--- config.mk ---
export PLATFORM = sky130hd
export DESIGN_NAME = uart_fifo_ctl_flat
export DESIGN_NICKNAME = d
export VERILOG_FILES = /design/src/rtl/uart_fifo_pkg.sv /design/src/rtl/uart_fifo_ctl_if.sv /design/src/rtl/uart_fifo_ram.sv /design/src/rtl/uart_fifo_ctl.sv /design/src/flat_wrapper.sv
export SDC_FILE = /design/constraint.sdc
export NUM_CORES = 1
export LEC_CHECK = 0
export BUFFER_PORTS_ARGS = -buffer_cell sky130_fd_sc_hd__buf_2
export CAP_MARGIN = 20
export CORE_MARGIN = 5
export CORE_UTILIZATION = 50
export DETAILED_ROUTE_END_ITERATION = 6
export GPL_ROUTABILITY_DRIVEN = 0
export PLACE_DENSITY = 0.64
export SYNTH_ARGS = -nofsm -noshare
export SYNTH_HDL_FRONTEND = slang
export SYNTH_HIERARCHICAL = 1
export SYNTH_SLANG_ARGS = --single-unit
--- constraint.sdc ---
create_clock -name clk -period 5.2 [get_ports clk]
set_input_delay 1.3 -clock clk [delete_from_list [all_inputs] [get_ports clk]]
set_output_delay 1.3 -clock clk [all_outputs]
set_load 0.005 [all_outputs]
--- src/rtl/uart_fifo_pkg.sv ---
// Shared constants and sizing helper for the UART byte FIFO family.
package uart_fifo_pkg;

    localparam int UART_FIFO_DEPTH_DEF = 16;
    localparam int UART_DATA_W         = 8;

    function automatic int addr_w(input int depth);
        return $clog2(depth);
    endfunction

endpackage

--- src/rtl/uart_fifo_ctl_if.sv ---
// Push/pop/status bundle between a UART engine or host port and the FIFO.
interface uart_fifo_ctl_if
    import uart_fifo_pkg::*;
#(
    parameter int DATA_WIDTH = UART_DATA_W,
    parameter int DEPTH      = UART_FIFO_DEPTH_DEF
);

    logic                       wr_en;
    logic [DATA_WIDTH-1:0]      din;
    logic                       rd_en;
    logic                       err_clr;
    logic [DATA_WIDTH-1:0]      dout;
    logic                       dout_valid;
    logic                       full;
    logic                       empty;
    logic                       almost_full;
    logic                       almost_empty;
    logic [addr_w(DEPTH):0]     level;
    logic                       overflow;
    logic                       underflow;

    modport master (
        output wr_en, din, rd_en, err_clr,
        input  dout, dout_valid, full, empty, almost_full, almost_empty,
               level, overflow, underflow
    );

    modport slave (
        input  wr_en, din, rd_en, err_clr,
        output dout, dout_valid, full, empty, almost_full, almost_empty,
               level, overflow, underflow
    );

endinterface

--- src/rtl/uart_fifo_ram.sv ---
// Simple dual-port register array: synchronous write, combinational read.
module uart_fifo_ram #(
    parameter int DATA_WIDTH = 8,
    parameter int DEPTH      = 16,
    parameter int AW         = 4
) (
    input  logic                  clk,
    input  logic                  we,
    input  logic [AW-1:0]         waddr,
    input  logic [DATA_WIDTH-1:0] wdata,
    input  logic [AW-1:0]         raddr,
    output logic [DATA_WIDTH-1:0] rdata
);

    logic [DATA_WIDTH-1:0] mem [DEPTH];

    always_ff @(posedge clk) begin
        if (we) begin
            mem[waddr] <= wdata;
        end
    end

    assign rdata = mem[raddr];

endmodule

--- src/rtl/uart_fifo_ctl.sv ---
// Single-clock UART FIFO controller: pointers, level, thresholds, sticky errors.
// Define UART_FIFO_FWFT_EN for first-word-fall-through reads; default is registered read.
module uart_fifo_ctl
    import uart_fifo_pkg::*;
#(
    parameter int DATA_WIDTH    = UART_DATA_W,
    parameter int DEPTH         = UART_FIFO_DEPTH_DEF,
    parameter int AFULL_THRESH  = DEPTH - 2,
    parameter int AEMPTY_THRESH = 2
) (
    input  logic            clk,
    input  logic            reset_n,
    uart_fifo_ctl_if.slave  bus
);

    localparam int AW = addr_w(DEPTH);
    localparam int LW = AW + 1;
    localparam logic [LW-1:0] DEPTH_L  = LW'(DEPTH);
    localparam logic [LW-1:0] AFULL_L  = LW'(AFULL_THRESH);
    localparam logic [LW-1:0] AEMPTY_L = LW'(AEMPTY_THRESH);

    if (DEPTH < 2 || (DEPTH & (DEPTH - 1)) != 0) begin : g_bad_depth
        $error("uart_fifo_ctl: DEPTH must be a power of two >= 2");
    end
    if (DATA_WIDTH < 1) begin : g_bad_width
        $error("uart_fifo_ctl: DATA_WIDTH must be >= 1");
    end
    if (AFULL_THRESH < 1 || AFULL_THRESH > DEPTH ||
        AEMPTY_THRESH < 0 || AEMPTY_THRESH > DEPTH - 1) begin : g_bad_thresh
        $error("uart_fifo_ctl: threshold out of range");
    end

    logic [AW-1:0]         wr_ptr_q, wr_ptr_d;
    logic [AW-1:0]         rd_ptr_q, rd_ptr_d;
    logic [LW-1:0]         level_q, level_d;
    logic                  overflow_q, overflow_d;
    logic                  underflow_q, underflow_d;
    logic [DATA_WIDTH-1:0] rdata;
    logic                  full, empty, push_ok, pop_ok;

    assign full    = (level_q == DEPTH_L);
    assign empty   = (level_q == '0);
    assign push_ok = bus.wr_en & ~full;
    assign pop_ok  = bus.rd_en & ~empty;

    uart_fifo_ram #(
        .DATA_WIDTH (DATA_WIDTH),
        .DEPTH      (DEPTH),
        .AW         (AW)
    ) u_ram (
        .clk   (clk),
        .we    (push_ok),
        .waddr (wr_ptr_q),
        .wdata (bus.din),
        .raddr (rd_ptr_q),
        .rdata (rdata)
    );

    // Errors are judged on pre-edge state; a fresh error beats err_clr.
    always_comb begin
        wr_ptr_d    = push_ok ? wr_ptr_q + AW'(1) : wr_ptr_q;
        rd_ptr_d    = pop_ok  ? rd_ptr_q + AW'(1) : rd_ptr_q;
        level_d     = level_q;
        case ({push_ok, pop_ok})
            2'b10:   level_d = level_q + LW'(1);
            2'b01:   level_d = level_q - LW'(1);
            default: level_d = level_q;
        endcase
        overflow_d  = (bus.wr_en & full)  | (overflow_q  & ~bus.err_clr);
        underflow_d = (bus.rd_en & empty) | (underflow_q & ~bus.err_clr);
    end

    always_ff @(posedge clk or negedge reset_n) begin
        if (!reset_n) begin
            wr_ptr_q    <= '0;
            rd_ptr_q    <= '0;
            level_q     <= '0;
            overflow_q  <= 1'b0;
            underflow_q <= 1'b0;
        end else begin
            wr_ptr_q    <= wr_ptr_d;
            rd_ptr_q    <= rd_ptr_d;
            level_q     <= level_d;
            overflow_q  <= overflow_d;
            underflow_q <= underflow_d;
        end
    end

`ifdef UART_FIFO_FWFT_EN
    // Head word is presented directly; gated so an empty FIFO shows zero.
    assign bus.dout       = empty ? '0 : rdata;
    assign bus.dout_valid = ~empty;
`else
    logic [DATA_WIDTH-1:0] dout_q, dout_d;
    logic                  dout_valid_q, dout_valid_d;

    always_comb begin
        dout_d       = pop_ok ? rdata : dout_q;
        dout_valid_d = pop_ok;
    end

    always_ff @(posedge clk or negedge reset_n) begin
        if (!reset_n) begin
            dout_q       <= '0;
            dout_valid_q <= 1'b0;
        end else begin
            dout_q       <= dout_d;
            dout_valid_q <= dout_valid_d;
        end
    end

    assign bus.dout       = dout_q;
    assign bus.dout_valid = dout_valid_q;
`endif

    assign bus.full         = full;
    assign bus.empty        = empty;
    assign bus.almost_full  = (level_q >= AFULL_L);
    assign bus.almost_empty = (level_q <= AEMPTY_L);
    assign bus.level        = level_q;
    assign bus.overflow     = overflow_q;
    assign bus.underflow    = underflow_q;

endmodule

--- src/flat_wrapper.sv ---
// flat-port wrapper written by rule: the top's interface ports become plain ports
module uart_fifo_ctl_flat import uart_fifo_pkg::*;
#(
    parameter int DATA_WIDTH    = UART_DATA_W,
    parameter int DEPTH         = UART_FIFO_DEPTH_DEF,
    parameter int AFULL_THRESH  = DEPTH - 2,
    parameter int AEMPTY_THRESH = 2
)
  (clk, reset_n, bus_wr_en, bus_din, bus_rd_en, bus_err_clr, bus_dout, bus_dout_valid, bus_full, bus_empty, bus_almost_full, bus_almost_empty, bus_level, bus_overflow, bus_underflow);
  uart_fifo_ctl_if #(.DATA_WIDTH(DATA_WIDTH), .DEPTH(DEPTH)) bus_i ();
  input  logic clk;
  input  logic reset_n;
  input wire logic [$bits(bus_i.wr_en)-1:0] bus_wr_en;
  input wire logic [$bits(bus_i.din)-1:0] bus_din;
  input wire logic [$bits(bus_i.rd_en)-1:0] bus_rd_en;
  input wire logic [$bits(bus_i.err_clr)-1:0] bus_err_clr;
  output wire logic [$bits(bus_i.dout)-1:0] bus_dout;
  output wire logic [$bits(bus_i.dout_valid)-1:0] bus_dout_valid;
  output wire logic [$bits(bus_i.full)-1:0] bus_full;
  output wire logic [$bits(bus_i.empty)-1:0] bus_empty;
  output wire logic [$bits(bus_i.almost_full)-1:0] bus_almost_full;
  output wire logic [$bits(bus_i.almost_empty)-1:0] bus_almost_empty;
  output wire logic [$bits(bus_i.level)-1:0] bus_level;
  output wire logic [$bits(bus_i.overflow)-1:0] bus_overflow;
  output wire logic [$bits(bus_i.underflow)-1:0] bus_underflow;
  assign bus_i.wr_en = bus_wr_en;
  assign bus_i.din = bus_din;
  assign bus_i.rd_en = bus_rd_en;
  assign bus_i.err_clr = bus_err_clr;
  assign bus_dout = bus_i.dout;
  assign bus_dout_valid = bus_i.dout_valid;
  assign bus_full = bus_i.full;
  assign bus_empty = bus_i.empty;
  assign bus_almost_full = bus_i.almost_full;
  assign bus_almost_empty = bus_i.almost_empty;
  assign bus_level = bus_i.level;
  assign bus_overflow = bus_i.overflow;
  assign bus_underflow = bus_i.underflow;
  uart_fifo_ctl #(.DATA_WIDTH(DATA_WIDTH), .DEPTH(DEPTH), .AFULL_THRESH(AFULL_THRESH), .AEMPTY_THRESH(AEMPTY_THRESH)) u_core (.clk(clk), .reset_n(reset_n), .bus(bus_i));
endmodule
==> qor.yml, run 1 <==
cp-start-kind: "register"
synth_warnings: 6
die_x_microns: 121.2
drive_above_1_share_pct: 27.76
yosys.cell_types.count: 44
outcome: "finished, final reports clean"
cts_resized: 0
ys_seq_elements: 152
hold_class: "register to register"
viasPerCell: 5.735
cts_sinks: 152
relSlewSlack_pct: 32.09
drc_errors: 0
die_area_sq_mm: 0.01468
instances_no_fill: 539
synth_edf_count: 128
antenna_found_initial: 0
postCtsSetupRepairBufs: 0
port_buffers: 32
grt_pass1_vias: 3098
seq_area_frac_synth_pct: 71.95
ant_nets: 0
clockBufferDepth: 2
clk_pin_slew_ns: 0.06
synth_area_leader_cell: "edfxtp_1"
clk_latency_ns: 0.42
placed_cell_area_sq_mm: 0.006477
hold_viol_final: 0
holdBufCountCts: 0
synth_top_flop_cell: "edfxtp_1"
synthTopCellsByCount: "edfxtp_1 (128), dfrtp_1 (24), mux4_2 (18), a22oi_1 (16)"
cts_tree: "yes"
grt_max_degree: 36
design_area_sq_mm: 0.007112
nets: 378
root_buffer: "clkbuf_16"
drtIter0Drc: 239
fin_crit_ns: 3.417
wire_per_inst_microns: 21.65
fp.dieH_microns: 121.2
htreeDepth: 4
synthTopCellsByArea: "edfxtp_1 (62%), dfrtp_1 (9.7%), mux4_2 (6.6%)"
num_antenna_cells: 0
syn_area_sq_mm: 0.006177
worst_pin_slew_ns: 1.015
grt_pass1_wl_microns: 18090
required_ns: 5.49
period_share_pct: 65.71
dpl.cell_count: 507
rows: 40
power_density_mw_per_mm2: 572.3
grt-ovfl-total: 0
grt_use_total_pct: 17.46
arrival_ns: 3.70
ir_drop_uv: 270.1
cap_violations: 0
fp.coreArea_sq_mm: 0.01206
min_from: "u_core/bus.dout[0]$_DFFE_PN0P_"
syn_inst: 317
first_pass_iters: 4
worstPathMaxFanout: 11
timing.fmax_ghz: 0.2927
setup_viol: 0
end_kind: "register"
dpl.hpwl_microns: 7129
area_delta_synth_final_pct: 15.13
path_class: "register to register"
timing.rr.start: "u_core/bus.level[0]$_DFFE_PN0P_"
start_util_pct: 51.21
cts_buffers: 17
worstSetupStartpoint: "u_core/bus.level[0]$_DFFE_PN0P_"
synth_top_area_share_pct: 62.22
tns_ns: 0
synth.avg_cell_area_sq_um: 19.49
slew_violations: 0
async_flop_share_pct: 15.79
leakage_nw: 2.480
vias: 3091
wirelength_microns: 11670
nFillCells: 892
synth_most_common_cell: "edfxtp_1"
finalPower_mw: 4.070
rsz0062_at_grt: "no"
ios: 33
finClkSkew_ns: 0.01352
syn_nets: 337
-- kinds of logic (layout without fill, tap and decap cells) --
kind of cell             count (synthesis)  in the layout  synth area share (%)
flip-flops                             152            152                 71.95
AND/OR/NAND/NOR                         53             53                 4.598
multiplexers                            44             44                 14.71
AO/OA/AOI/OAI                           35             35                 4.071
buffers and inverters                   18             72                 2.005
XOR/XNOR                                 8              8                 1.134
adder cells (fa/ha/maj)                  7              7                 1.539
-- power breakdown --
part / internal [mW] / switching (mW)
registers: 1.53 / 0.248
logic: 0.512 / 0.483
clock network: 0.844 / 0.456
-- per-layer routing --
metal  part of all wire (%)  wire length [microns]  global-route usage (%)  vias up
met2                     49                   5760                   27.27      111
met4                    1.1                    132                   6.373        0
met5                      0                      0                       0        -
li1                       -                      -                       -     1382
met3                    6.8                    792                   5.361       10
met1                     43                   4982                   23.34     1588
-- path summary, 6_finish.rpt --
| check | cells past startpoint | slack (ns) | to |
|---|---|---|---|
| min | 1 | 0.50 | u_core/bus.dout[0]$_DFFE_PN0P_ |
| max in group asynchronous | 1 | 3.96 | u_core/rd_ptr_q[0]$_DFFE_PN0P_ |
| min in group asynchronous | 1 | 0.86 | u_core/wr_ptr_q[1]$_DFFE_PN0P_ |
| max reg2reg | 8 | 1.78 | u_core/bus.level[4]$_DFFE_PN0P_ |
| max | 8 | 1.78 | u_core/bus.level[4]$_DFFE_PN0P_ |
| min reg2reg | 1 | 0.50 | u_core/bus.dout[0]$_DFFE_PN0P_ |
-- final cells by class --
| class | count | area (sq um) | share of cell area, % |
|---|---|---|---|
| sequential | 152 | 4447 | 62.53 |
| multi-input combinational | 147 | 1619 | 22.77 |
| clock buffer | 18 | 429.2 | 6.034 |
| tap | 168 | 210.2 | 2.956 |
| clock inverter | 14 | 205.2 | 2.885 |
| timing repair buffer | 35 | 182.7 | 2.569 |
| inverter | 5 | 18.77 | 0.2639 |
-- state kept, by name (all words and copies together), names as in the netlist --
register,cells
u_core/u_ram/mem,128
u_core/bus.dout,8
u_core/bus.level,5
u_core/rd_ptr_q,4
u_core/wr_ptr_q,4
u_core/bus.dout_valid,1
u_core/bus.overflow,1
u_core/bus.underflow,1
-- through the flow --
stage | utilization [%] | worst slack [ns] | hold WS [ns]
6_report | 58.96 | 1.783 | 0.5000
4_1_cts | 58.96 | 1.741 | 0.5053
2_1_floorplan | - | 1.827 | 0.4875
3_5_place_dp | 53.70 | 1.443 | 0.4916
5_1_grt | 58.96 | 1.597 | 0.5321
3_3_place_gp | 53.70 | 1.527 | 0.4844
-- placed cells by master, fill, tap and decap left out, types with 6 or more instances in the layout --
cell / n
ha_1: 6
edfxtp_1: 128
a21oi_1: 6
mux4_2: 18
nor2_1: 14
buf_2: 32
clkbuf_16: 17
nand2_1: 11
dfrtp_1: 22
a22oi_1: 16
mux4_1: 14
mux2_2: 12
-- worst max-delay path, stage by stage (launching register included) --
cell      delay [ns]
dfrtp_1         0.47
or4_4           0.60
o21ai_2         0.46
inv_1           0.13
ha_1            0.33
ha_1            0.40
or4b_2          0.66
o311ai_0        0.13
o211ai_1        0.12
Note: power is estimated with default switching activity, not from simulation.
==> run 2, diff against run 1 <==
Settings changed: ABC_AREA set to 1.
Clock period 5.2 ns to 3.2 ns, I/O delays scaled along.
==> run 2 against run 1 <==
First-iteration DRC count grew 88%. Clock skew is essentially flat. Cell count grew 69%. Clock power grew 48%. Utilization shrank 1.4 points. Die area grew 10%. Sequential power grew 47%. Non-clock buffer count grew 2. Critical path type unchanged. Largest cell class unchanged. Highest routed layer unchanged.
==> qor.yml, run 2 <==
syn_inst: 693
fin_crit_ns: 2.445
grt_pass1_vias: 4738
synth_top_flop_cell: "edfxtp_1"
ant_nets: 0
ys_seq_elements: 152
async_flop_share_pct: 15.79
end_kind: "register"
ios: 33
seq_area_frac_synth_pct: 64.64
finClkSkew_ns: 0.01345
arrival_ns: 2.74
multi_input_area_sq_mm: 0.001794
clk_pin_slew_ns: 0.06
synth_area_leader_cell: "edfxtp_1"
antenna_found_initial: 0
die_area_sq_mm: 0.01620
nets: 742
mostFrequentLayoutCells: "nand2_1 (228), edfxtp_1 (128), nand3_1 (118), inv_1 (115), buf_2 (32)"
die_x_microns: 127.3
synthTopCellsByArea: "edfxtp_1 (56%), nand2_1 (12%), dfrtp_1 (8.7%)"
path_class: "register to register"
relSlewSlack_pct: 42.83
worst_pin_slew_ns: 0.8576
grt_use_total_pct: 20.36
worstPathMaxFanout: 14
cp-start-kind: "register"
wire_per_inst_microns: 17.12
power_density_mw_per_mm2: 890.1
grt-ovfl-total: 0
nFillCells: 1124
first_pass_iters: 5
cts_resized: 0
synth_top_area_share_pct: 55.91
required_ns: 3.50
synthTopCellsByCount: "nand2_1 (228), edfxtp_1 (128), nand3_1 (118), inv_1 (115), dfrtp_1 (24)"
wirelength_microns: 15600
num_antenna_cells: 0
largest_register_ffs: 128
period_share_pct: 76.39
slew_violations: 0
register_area_sq_mm: 0.004446
synth_edf_count: 128
cap_violations: 0
clk_latency_ns: 0.42
tns_ns: 0
postCtsSetupRepairBufs: 0
holdBufCountCts: 0
dpl.hpwl_microns: 10060
htreeDepth: 4
vias: 4790
cts_sinks: 152
start_util_pct: 51.51
top_register: "u_core/u_ram/mem"
port_buffers: 32
clockBufferDepth: 2
synth.avg_cell_area_sq_um: 9.921
fp.coreArea_sq_mm: 0.01335
rsz0062_at_grt: "no"
cts_tree: "yes"
area_delta_synth_final_pct: 11.74
syn_nets: 713
hold_class: "input port to async pin"
synth_warnings: 6
holdWs_ns: 0.3608
final.setup.worst_slack_ns: 0.7554
synth_most_common_cell: "nand2_1"
hold_viol_final: 0
fp.dieH_microns: 127.3
drive_above_1_share_pct: 10.88
layout_commonest_cell: "nand2_1"
setup_viol: 0
grt_max_degree: 70
outcome: "finished, final reports clean"
cts_buffers: 17
yosys.cell_types.count: 27
rows: 42
drtIter0Drc: 450
timing.fmax_ghz: 0.4091
root_buffer: "clkbuf_16"
place_ws_ns: 0.6521
ir_drop_uv: 484.5
viasPerCell: 5.258
syn_area_sq_mm: 0.006875
drc_errors: 0
grt_pass1_wl_microns: 24960
leakage_nw: 3.471
## run 2: cell type report
type / count / area share, %
clock inverters: 15 / 1.987
flip-flops and latches: 152 / 57.87
clock buffers: 17 / 5.537
inverters: 119 / 5.814
repair buffers: 37 / 2.573
well taps: 176 / 2.866
multi-input cells: 395 / 23.36
## run 2: kinds of logic (layout without fill, tap and decap cells)
group	count (synthesis)	after routing	share of synthesized area, %
AOI/OAI and AO/OA	6	6	0.4913
xor gates and xnor gates	3	3	0.3822
adders and majority gates	7	7	1.383
buffers and inverters	146	188	9.263
DFF	152	152	64.64
and+or+nand+nor	379	379	23.84
## run 2: metrics by stage
step           instance area, sq um  std cells  utilization [%]  total power, mW
6_report                       7682        911            57.56            6.838
5_1_grt                        7682        911            57.56            7.250
4_1_cts                        7682        911            57.56            6.845
3_5_place_dp                   7104        879            53.22            4.906
3_3_place_gp                   7104        879            53.22            4.858
2_1_floorplan                  6875        693                -            4.259
## run 2: metal layers
metal	routed length (microns)	GRT usage, %	vias up
met5	0	0	-
met4	518	9.527	0
met3	906	4.466	41
met2	7595	32.27	184
met1	6577	26.89	2279
li1	-	-	2286
## run 2: path summary, 6_finish.rpt
check                                                 from                              end  slack (ns)  cells past startpoint
setup reg to reg           u_core/bus.level[1]$_DFFE_PN0P_  u_core/bus.level[4]$_DFFE_PN0P_        0.76                     11
hold / removal                                     reset_n    u_core/bus.overflow$_DFF_PN0_        0.36                      1
setup / recovery           u_core/bus.level[1]$_DFFE_PN0P_  u_core/bus.level[4]$_DFFE_PN0P_        0.76                     11
hold reg to reg             u_core/bus.dout[7]$_DFFE_PN0P_   u_core/bus.dout[7]$_DFFE_PN0P_        0.48                      2
min in group clk            u_core/bus.dout[7]$_DFFE_PN0P_   u_core/bus.dout[7]$_DFFE_PN0P_        0.48                      2
max in group asynchronous                          reset_n   u_core/rd_ptr_q[0]$_DFFE_PN0P_        2.45                      1
## run 2: worst max-delay path, stage by stage, from the launching register on
cell,delay [ns]
dfrtp_1,0.44
inv_1,0.19
nand4_4,0.25
nand2_4,0.21
inv_1,0.08
ha_1,0.27
ha_1,0.34
or2_2,0.30
nand2_1,0.08
nand2_1,0.06
nand3_1,0.06
nand2_1,0.05
## run 2: report_power, final
group	leakage (nW)	total [mW]	switching [mW]	internal, mW
sequential	1.45	2.62	0.194	2.43
combinational	1.75	2.29	1.58	0.711
clock	0.273	1.93	0.779	1.15
